## config.mk

```make
export PLATFORM = sky130hd
export DESIGN_NAME = io_resp
export DESIGN_NICKNAME = d
export VERILOG_FILES = /design/src/rtl/io_resp.sv
export SDC_FILE = /design/constraint.sdc
export NUM_CORES = 1
export LEC_CHECK = 0
export CAP_MARGIN = 5
export CORE_UTILIZATION = 57
export CTS_BUF_LIST = sky130_fd_sc_hd__clkbuf_16
export CTS_CLUSTER_SIZE = 20
export DETAILED_ROUTE_END_ITERATION = 16
export PLACE_DENSITY = 0.83
export SYNTH_ARGS = -nofsm -noshare
export SYNTH_HDL_FRONTEND = slang
export SYNTH_SLANG_ARGS = --single-unit
```

## constraint.sdc

```tcl
create_clock -name CLOCK -period 3.6 [get_ports CLOCK]
set_clock_uncertainty 0.05 [all_clocks]
set_input_delay 0.9 -clock CLOCK [delete_from_list [all_inputs] [get_ports CLOCK]]
set_output_delay 0.9 -clock CLOCK [all_outputs]
set_load 0.1 [all_outputs]
```

## src/rtl/io_resp.sv

```systemverilog
// I/O-bus responder: GPIO, millisecond tick timer with compare flag,
// character FIFO for the video text display, and a device ID register.
module io_resp #(
    parameter int unsigned PRESCALE = 50000,
    parameter int unsigned FIFO_AW  = 3,
    parameter logic [15:0] DEV_ID   = 16'h7D41
) (
    input  logic        CLOCK,
    input  logic        RESET,
    input  logic [7:0]  ioad,
    input  logic [15:0] iowdt,
    input  logic        ior,
    input  logic        iow,
    output logic [15:0] iordt,
    input  logic [15:0] gpio_in,
    output logic [15:0] gpio_out,
    output logic [7:0]  vdt_data,
    output logic        vdt_valid,
    input  logic        vdt_ready,
    output logic        timer_irq
);

    localparam int unsigned DEPTH = 1 << FIFO_AW;
    localparam int unsigned PW    = (PRESCALE > 2) ? $clog2(PRESCALE) : 1;

    localparam logic [PW-1:0]      PRESC_LAST = PW'(PRESCALE - 1);
    localparam logic [PW-1:0]      PRESC_ZERO = '0;
    localparam logic [PW-1:0]      PRESC_ONE  = PW'(1);
    localparam logic [FIFO_AW-1:0] PTR_ZERO   = '0;
    localparam logic [FIFO_AW-1:0] PTR_ONE    = FIFO_AW'(1);
    localparam logic [FIFO_AW:0]   CNT_ZERO   = '0;
    localparam logic [FIFO_AW:0]   CNT_ONE    = (FIFO_AW + 1)'(1);
    localparam logic [FIFO_AW:0]   CNT_FULL   = (FIFO_AW + 1)'(DEPTH);

    localparam logic [7:0] ADDR_GPIO_OUT = 8'h10;
    localparam logic [7:0] ADDR_GPIO_IN  = 8'h11;
    localparam logic [7:0] ADDR_TICK     = 8'h12;
    localparam logic [7:0] ADDR_TCTRL    = 8'h13;
    localparam logic [7:0] ADDR_VDT      = 8'h14;
    localparam logic [7:0] ADDR_VSTAT    = 8'h15;
    localparam logic [7:0] ADDR_CMP      = 8'h16;
    localparam logic [7:0] ADDR_ID       = 8'h17;

    logic [15:0]        iordt_r;
    logic [15:0]        gpio_out_r;
    logic [15:0]        sync1_r;
    logic [15:0]        sync2_r;
    logic [15:0]        tick_cnt_r;
    logic [15:0]        cmp_r;
    logic [PW-1:0]      presc_r;
    logic               enable_r;
    logic               irq_r;
    logic               overflow_r;
    logic [7:0]         mem_r [DEPTH];
    logic [FIFO_AW-1:0] wr_ptr_r;
    logic [FIFO_AW-1:0] rd_ptr_r;
    logic [FIFO_AW:0]   count_r;

    logic               wr_gpio_s;
    logic               wr_tick_s;
    logic               wr_tctrl_s;
    logic               wr_vstat_s;
    logic               wr_cmp_s;
    logic               push_s;
    logic               pop_s;
    logic               full_s;
    logic               push_ok_s;
    logic               tick_s;
    logic [15:0]        tick_inc_s;
    logic               irq_set_s;
    logic               irq_clr_s;
    logic [15:0]        status_s;
    logic [15:0]        rd_mux_s;

    assign wr_gpio_s  = iow && (ioad == ADDR_GPIO_OUT);
    assign wr_tick_s  = iow && (ioad == ADDR_TICK);
    assign wr_tctrl_s = iow && (ioad == ADDR_TCTRL);
    assign wr_vstat_s = iow && (ioad == ADDR_VSTAT);
    assign wr_cmp_s   = iow && (ioad == ADDR_CMP);
    assign push_s     = iow && (ioad == ADDR_VDT);

    assign vdt_valid  = (count_r != CNT_ZERO);
    assign vdt_data   = mem_r[rd_ptr_r];
    assign pop_s      = vdt_valid && vdt_ready;
    assign full_s     = (count_r == CNT_FULL);
    // A full FIFO still takes the byte when the head leaves in the same cycle.
    assign push_ok_s  = push_s && (!full_s || pop_s);

    assign tick_s     = enable_r && (presc_r == PRESC_LAST);
    assign tick_inc_s = tick_cnt_r + 16'd1;
    assign irq_set_s  = tick_s && (tick_inc_s == cmp_r);
    assign irq_clr_s  = wr_tctrl_s && iowdt[15];

    assign status_s   = {8'h00, overflow_r, 3'b000, 4'(count_r)};

    assign iordt      = iordt_r;
    assign gpio_out   = gpio_out_r;
    assign timer_irq  = irq_r;

    // Read data multiplexer, selected by the bus address.
    always_comb begin
        rd_mux_s = 16'h0000;
        case (ioad)
            ADDR_GPIO_OUT: rd_mux_s = gpio_out_r;
            ADDR_GPIO_IN:  rd_mux_s = sync2_r;
            ADDR_TICK:     rd_mux_s = tick_cnt_r;
            ADDR_TCTRL:    rd_mux_s = {irq_r, 14'b0, enable_r};
            ADDR_VDT:      rd_mux_s = status_s;
            ADDR_VSTAT:    rd_mux_s = status_s;
            ADDR_CMP:      rd_mux_s = cmp_r;
            ADDR_ID:       rd_mux_s = DEV_ID;
            default:       rd_mux_s = 16'h0000;
        endcase
    end

    // Read data register, GPIO output register and input synchroniser.
    always_ff @(posedge CLOCK) begin
        if (RESET) begin
            iordt_r    <= 16'h0000;
            gpio_out_r <= 16'h0000;
            sync1_r    <= 16'h0000;
            sync2_r    <= 16'h0000;
            cmp_r      <= 16'hFFFF;
        end else begin
            sync1_r <= gpio_in;
            sync2_r <= sync1_r;
            if (ior) begin
                iordt_r <= rd_mux_s;
            end
            if (wr_gpio_s) begin
                gpio_out_r <= iowdt;
            end
            if (wr_cmp_s) begin
                cmp_r <= iowdt;
            end
        end
    end

    // Prescaler, tick counter and sticky compare flag; bus writes beat ticks.
    always_ff @(posedge CLOCK) begin
        if (RESET) begin
            presc_r    <= PRESC_ZERO;
            tick_cnt_r <= 16'h0000;
            enable_r   <= 1'b0;
            irq_r      <= 1'b0;
        end else begin
            if (wr_tick_s) begin
                tick_cnt_r <= iowdt;
                presc_r    <= PRESC_ZERO;
            end else if (tick_s) begin
                tick_cnt_r <= tick_inc_s;
                presc_r    <= PRESC_ZERO;
            end else if (enable_r) begin
                presc_r <= presc_r + PRESC_ONE;
            end
            if (wr_tctrl_s) begin
                enable_r <= iowdt[0];
            end
            if (irq_set_s) begin
                irq_r <= 1'b1;
            end else if (irq_clr_s) begin
                irq_r <= 1'b0;
            end
        end
    end

    // FIFO pointers, occupancy and sticky overflow.
    always_ff @(posedge CLOCK) begin
        if (RESET) begin
            wr_ptr_r   <= PTR_ZERO;
            rd_ptr_r   <= PTR_ZERO;
            count_r    <= CNT_ZERO;
            overflow_r <= 1'b0;
        end else begin
            if (push_ok_s) begin
                wr_ptr_r <= wr_ptr_r + PTR_ONE;
            end
            if (pop_s) begin
                rd_ptr_r <= rd_ptr_r + PTR_ONE;
            end
            case ({push_ok_s, pop_s})
                2'b10:   count_r <= count_r + CNT_ONE;
                2'b01:   count_r <= count_r - CNT_ONE;
                default: count_r <= count_r;
            endcase
            if (push_s && !push_ok_s) begin
                overflow_r <= 1'b1;
            end else if (wr_vstat_s) begin
                overflow_r <= 1'b0;
            end
        end
    end

    // FIFO storage; reset only discards it through the pointers.
    always_ff @(posedge CLOCK) begin
        if (push_ok_s) begin
            mem_r[wr_ptr_r] <= iowdt[7:0];
        end
    end

endmodule

```

; ---- Word level (Yosys, flattened, before mapping)
; Memory sizes are Yosys's and may differ from the RTL's. A register that Yosys moved wholly into a read port is not among the register bits.
; Cells that the tools add are included.
[totals]
ff_bits = 125
ram_bits = 64
input_bits = 45
out_inout_bits = 42
elab_cells = 67
mem_count = 1
[classes]
add_sub_neg = 6
eq_ne = 13
mux = 12
n_reduce_logical = 22
[mem_list]
columns = memory, words, width, rd, rd_ports_with_merged_regs, write_ports, line_no
row1 = mem_r, 8, 8, 1, 1, 1, 54  ; logic [7:0] mem_r [DEPTH];
[op_table]
columns = operator, count
row1 = one-hot mux 16 bit (7 select lines), 1
row2 = "equality test 8 x 5 -> 1 bit, second input constant", 8
row3 = "adder 16 x 1 -> 16 bit, second input constant", 2
row4 = two-way mux 16 bit, 2
row5 = equality test 16 bit, 1
row6 = "equality test 16 bit, second input constant", 1
row7 = logical AND 1 bit, 12
row8 = one-hot mux 4 bit (2 select lines), 1
row9 = nonzero test 2 bit, 4
row10 = "adder 3 x 1 -> 3 bit, second input constant", 2
row11 = two-way mux 1 bit, 6
row12 = two-way mux 3 bit, 2
row13 = "adder 4 x 1 -> 4 bit, second input constant", 1
row14 = "equality test 4 bit, second input constant", 1
row15 = nonzero test 4 bit, 1
row16 = "subtractor 4 x 1 -> 4 bit, second input constant", 1
row17 = OR reduction 3 bit, 1
row18 = "equality test 2 x 1 -> 1 bit, second input constant", 1
row19 = "equality test 2 bit, second input constant", 1
row20 = zero test 1 bit, 2
row21 = OR reduction 2 bit, 1
row22 = logical OR 1 bit, 1

; ---- Longest topological paths before layout
[depth]
ltp_word = 7
mapped_depth = 11
depth_no_buf = 10

; ---- Worst setup path after synthesis
; OpenSTA, ideal clock, no wires.
[synth_path]
kind = register -> output
startpoint = reg (tool-made name)
endpoint = out vdt_data[0]
arrival_ns = 2.259
required_ns = 2.650
path_slack_ns = 0.391
path_stages_with_launch = 5
n_path_buf = 2
path_cell_list = dfxtp_1 -> clkbuf_1 -> buf_1 -> mux4_2 -> mux2_2
[synth_lines]
columns = element, line_no
row1 = to (decl), 17  ; output logic [7:0] vdt_data,

; ---- Worst setup path after layout
[layout_path]
startpoint = in ioad[7]
endpoint = reg count_r[3]
[layout_between]
elab_chain_len = 5
[layout_lines]
columns = element, line_no
row1 = from (decl), 10  ; input logic [7:0] ioad,
row2 = equality test 8 x 5 -> 1 bit (*), 80  ; assign push_s = iow && (ioad == ADDR_VDT);
row3 = logical AND 1 bit (*), 80
row4 = logical AND 1 bit (*), 87  ; assign push_ok_s = push_s && (!full_s || pop_s);
row5 = equality test 2 x 1 -> 1 bit or equality test 2 bit (tied branches), 181  ; case ({push_ok_s, pop_s})
row6 = one-hot mux 4 bit (2 select lines) or nonzero test 2 bit (tied branches), n/a
row7 = to (signal assigned), 182  ; 2'b10: count_r <= count_r + CNT_ONE;
row8 = to (signal assigned), 183  ; 2'b01: count_r <= count_r - CNT_ONE;
row9 = to (signal assigned), 184  ; default: count_r <= count_r;
row10 = to (decl), 57  ; logic [FIFO_AW:0] count_r;
; Mark *: on every way between the ends. The rest lies on a longest branch, timed or not.
; A chain may end at the register's enable or synchronous reset.

==> impl_metrics.toml <==
[synth]
ys.flop_type = "sky130_fd_sc_hd__dfxtp_1"
postSynthCellCount = 780
synth.yosys.warnings = 0
ys_top_cells_by_area = "sky130_fd_sc_hd__dfxtp_1 (31%), sky130_fd_sc_hd__edfxtp_1 (23%), sky130_fd_sc_hd__mux4_2 (4.9%), sky130_fd_sc_hd__nand2_1 (4.2%), sky130_fd_sc_hd__nor2b_1 (3.6%)"
ys_seq_area_share_pct = 54.31
yosys.area.top_type = "sky130_fd_sc_hd__dfxtp_1"
synth_nets = 832
yosys.cell_types.count = 57
synth.top_cell.area_share_pct = 31.04
syn_area_mm2 = 0.008257
top_cells_by_count_synth = "sky130_fd_sc_hd__dfxtp_1 (128), sky130_fd_sc_hd__nand2_1 (93), sky130_fd_sc_hd__nor2_1 (78)"
async_reset_ff_share_pct = 0
synth.most_common_cell = "sky130_fd_sc_hd__dfxtp_1"
synth_area_per_cell_um2 = 10.59
synth-edff-count = 64
synth_seq_cells = 192

[grt]
number_of_antenna_violations_at_the_first_check_in_global_routing = 0
grt_pass1_wl_um = 30920
largest_net_degree_at_the_start_of_global_routing = 45
globalRoute.totalOverflow = 0
grt_pass1_vias = 6040
grtUsageTotal_pct = 27.42

[sta]
timing.final.ws_setup_ns = 0.4357
maxSlewHeadroom_pct = 48.58
setup_total_negative_slack_ns = 0
rsz0062_at_grt = "false"
min_period_over_period_pct = 87.90
clock.fmax_mhz = 316.0
period_minus_slack_ns = 3.164
slew_violations = 0
setup_viol = 0
max_slew.worst_pin.slew_ns = 0.7703
final-hold-violation-count = 0

[floorplan]
top_level_ports = 87
die_area_mm2 = 0.01497
initial_core_utilization_pct = 59.03
core_area_mm2 = 0.01399
floorplan.rows = 43
die_y_um = 122.4
die_width_um = 122.4

[critical_path]
worst_ep_required_time_ns = 3.87
crit_type = "input port to flop"
worst-endpoint-arrival_ns = 3.44
path_max_fanout = 4
cp-end-kind = "flop"
setup.worst_path.start_class = "input port"
ff2ff_path_depth = 10

[pwr]
power.combinational.fraction_pct = 17.4
internal_power_mw = 3.563
clkPwrFrac_pct = 36.1
power_leakage_nw = 3.553
switching_share_pct = 28.61
maximum_resistive_drop_on_vdd_mv = 0.3666
report.power.total_mw = 4.990
power_frac_seq_pct = 46.5
power.switching_mw = 1.428
p_per_area_mw_per_mm2 = 503.4

[detailed_routing]
wire_per_inst_um = 18.54
routed_via_density = 5.923
drt_first_iter_violations = 599
routed_wl_um = 19580
drtAntennaViolNets = 0
dr.pass1.iters = 5
route.vias.total = 6255
detail_route.drc_violations = 0

[final_layout]
drive_gt1_share_pct = 15.64
final_area_mm2 = 0.009913
design.final.nets = 915
flow.area_growth_from_synthesis_pct = 20.06
antenna_cells_inserted = 0
finish.utilization_pct = 70.87

[flow_run]
maxCapViolCount = 0

[placement]
gp_weighted_congestion = 0.8716
dp.final_hpwl_um = 13680
dpl_worst_slack_ns = 0.01408
postPlaceCellArea_mm2 = 0.009344
place.port_buffers = 86

[clocking]
cts_setup_buffers = 0
clock_pin_slew_of_the_registers_on_the_worst_case_setup_and_hold_paths_ns = 0.07
cts.repair.resized = 0
cts_htree_levels = 4
cts_tree = "done"
insertion_delay_ns = 0.43
clock_sinks = 192
post_cts_hold_buffer_count = 0
root_buffer = "sky130_fd_sc_hd__clkbuf_16"
ctsLongestPathBuffers = 2
tritoncts.num_buffers = 17

[min_path]
min_delay_path_depth = 1
hold_class = "flop to flop"

[outcome]
outcome = "complete, no violations"
==> area by class of cell <==
| type | count | area [um2] |
|---|---|---|
| Inverter | 8 | 30.03 |
| Clock buffer | 18 | 450.4 |
| Tap cell | 180 | 225.2 |
| Clock inverter | 14 | 118.9 |
| Timing Repair Buffer | 113 | 1041 |
| Sequential cell | 192 | 4484 |
| Multi-Input combinational cell | 531 | 3563 |
| Fill cell | 984 | 4075 |
==> worst max-delay path, cell delays in order <==
cell	delay [ns]
sky130_fd_sc_hd__clkdlybuf4s50_1	0.40
sky130_fd_sc_hd__nor4_1	0.35
sky130_fd_sc_hd__buf_4	0.20
sky130_fd_sc_hd__nand4_1	0.13
sky130_fd_sc_hd__nor2b_1	0.20
sky130_fd_sc_hd__ha_1	0.31
sky130_fd_sc_hd__a21o_1	0.17
sky130_fd_sc_hd__a21oi_1	0.28
sky130_fd_sc_hd__nand3_1	0.12
sky130_fd_sc_hd__nand3_1	0.10
sky130_fd_sc_hd__o31ai_1	0.07
sky130_fd_sc_hd__o21ba_2	0.19
==> registers in the layout (all words and copies together), names as in the netlist, named ones only <==
name        count
overflow_r      1
cmp_r          16
presc_r        16
wr_ptr_r        3
rd_ptr_r        3
gpio_out       16
count_r         4
tick_cnt_r     16
timer_irq       1
mem_r          64
enable_r        1
iordt          16
sync1_r        16
sync2_r        16
==> cells by family after synthesis <==
family / share of synthesized area (%)
compound gates: 8.835
xor+xnor: 5.622
fa+ha+maj: 1.152
simple gates: 19.73
mux: 7.744
flops: 54.31
buf+inv: 2.606
==> stage by stage <==
stage / hold slack [ns] / std cells
floorplan: 0.3638 / 780
global placement: 0.3696 / 1024
detailed placement: 0.3723 / 1024
CTS: 0.3931 / 1056
global route: 0.4098 / 1056
finish: 0.3890 / 1056
==> per-layer routing <==
metal | track usage [%] | share of wire (%) | routed length [um]
met1 | 33.95 | 40 | 7864
met3 | 6.180 | 6.7 | 1317
met4 | 10.98 | 2.2 | 427
met5 | 0 | 0 | 0
met2 | 46.31 | 51 | 9970
==> path summary, 6_finish.rpt <==
| kind | from | endpoint | slack [ns] |
|---|---|---|---|
| worst max register to register | count_r[1] | count_r[3] | 0.78 |
| worst min-delay path | sync1_r[2] | sync2_r[2] | 0.39 |
| worst max-delay path | ioad[7] | count_r[3] | 0.44 |
| worst min register to register | sync1_r[2] | sync2_r[2] | 0.39 |
==> layout by cell type, fill, tap and decap left out, types with 3 or more instances in the layout <==
cell type | netlist | layout
sky130_fd_sc_hd__clkdlybuf4s50_1 | 0 | 43
sky130_fd_sc_hd__and4_1 | 4 | 4
sky130_fd_sc_hd__xor2_1 | 28 | 28
sky130_fd_sc_hd__nand4_1 | 13 | 13
sky130_fd_sc_hd__nand3_1 | 16 | 16
sky130_fd_sc_hd__mux4_2 | 18 | 18
sky130_fd_sc_hd__buf_4 | 0 | 62
sky130_fd_sc_hd__ha_1 | 6 | 6
sky130_fd_sc_hd__inv_8 | 0 | 3
sky130_fd_sc_hd__and3_1 | 4 | 4
sky130_fd_sc_hd__o21ai_0 | 22 | 22
sky130_fd_sc_hd__or3_1 | 4 | 4
sky130_fd_sc_hd__o2bb2ai_1 | 4 | 4
sky130_fd_sc_hd__buf_12 | 0 | 7
sky130_fd_sc_hd__nand2b_1 | 6 | 6
sky130_fd_sc_hd__clkinv_4 | 0 | 3
sky130_fd_sc_hd__a22oi_1 | 4 | 4
sky130_fd_sc_hd__xnor2_1 | 25 | 25
sky130_fd_sc_hd__inv_1 | 8 | 9
sky130_fd_sc_hd__edfxtp_1 | 64 | 64
sky130_fd_sc_hd__clkbuf_16 | 0 | 18
sky130_fd_sc_hd__mux2_2 | 11 | 11
sky130_fd_sc_hd__nor4_1 | 4 | 4
sky130_fd_sc_hd__nor3_1 | 17 | 17
sky130_fd_sc_hd__nand3b_1 | 18 | 18
sky130_fd_sc_hd__dfxtp_1 | 128 | 128
sky130_fd_sc_hd__nor2b_1 | 47 | 47
sky130_fd_sc_hd__a21oi_1 | 23 | 23
sky130_fd_sc_hd__nor3b_1 | 4 | 4
sky130_fd_sc_hd__nor2_1 | 78 | 78
sky130_fd_sc_hd__mux2i_1 | 11 | 11
sky130_fd_sc_hd__inv_6 | 0 | 5
sky130_fd_sc_hd__o22ai_1 | 8 | 8
sky130_fd_sc_hd__a211oi_1 | 19 | 19
sky130_fd_sc_hd__nand2_1 | 93 | 93
sky130_fd_sc_hd__a221oi_1 | 14 | 14
==> power by group through the flow <==
stage                     Clock [mW]  Sequential (mW)  Combinational (mW)
final                           1.80             2.32               0.868
after global routing            1.92             2.33               0.924
after CTS                       1.83             2.32               0.874
after detailed placement           0             2.37               0.868
after global placement             0             2.37               0.845
after floorplan                    0             2.38               0.584
(Power assumes the default switching activity.)
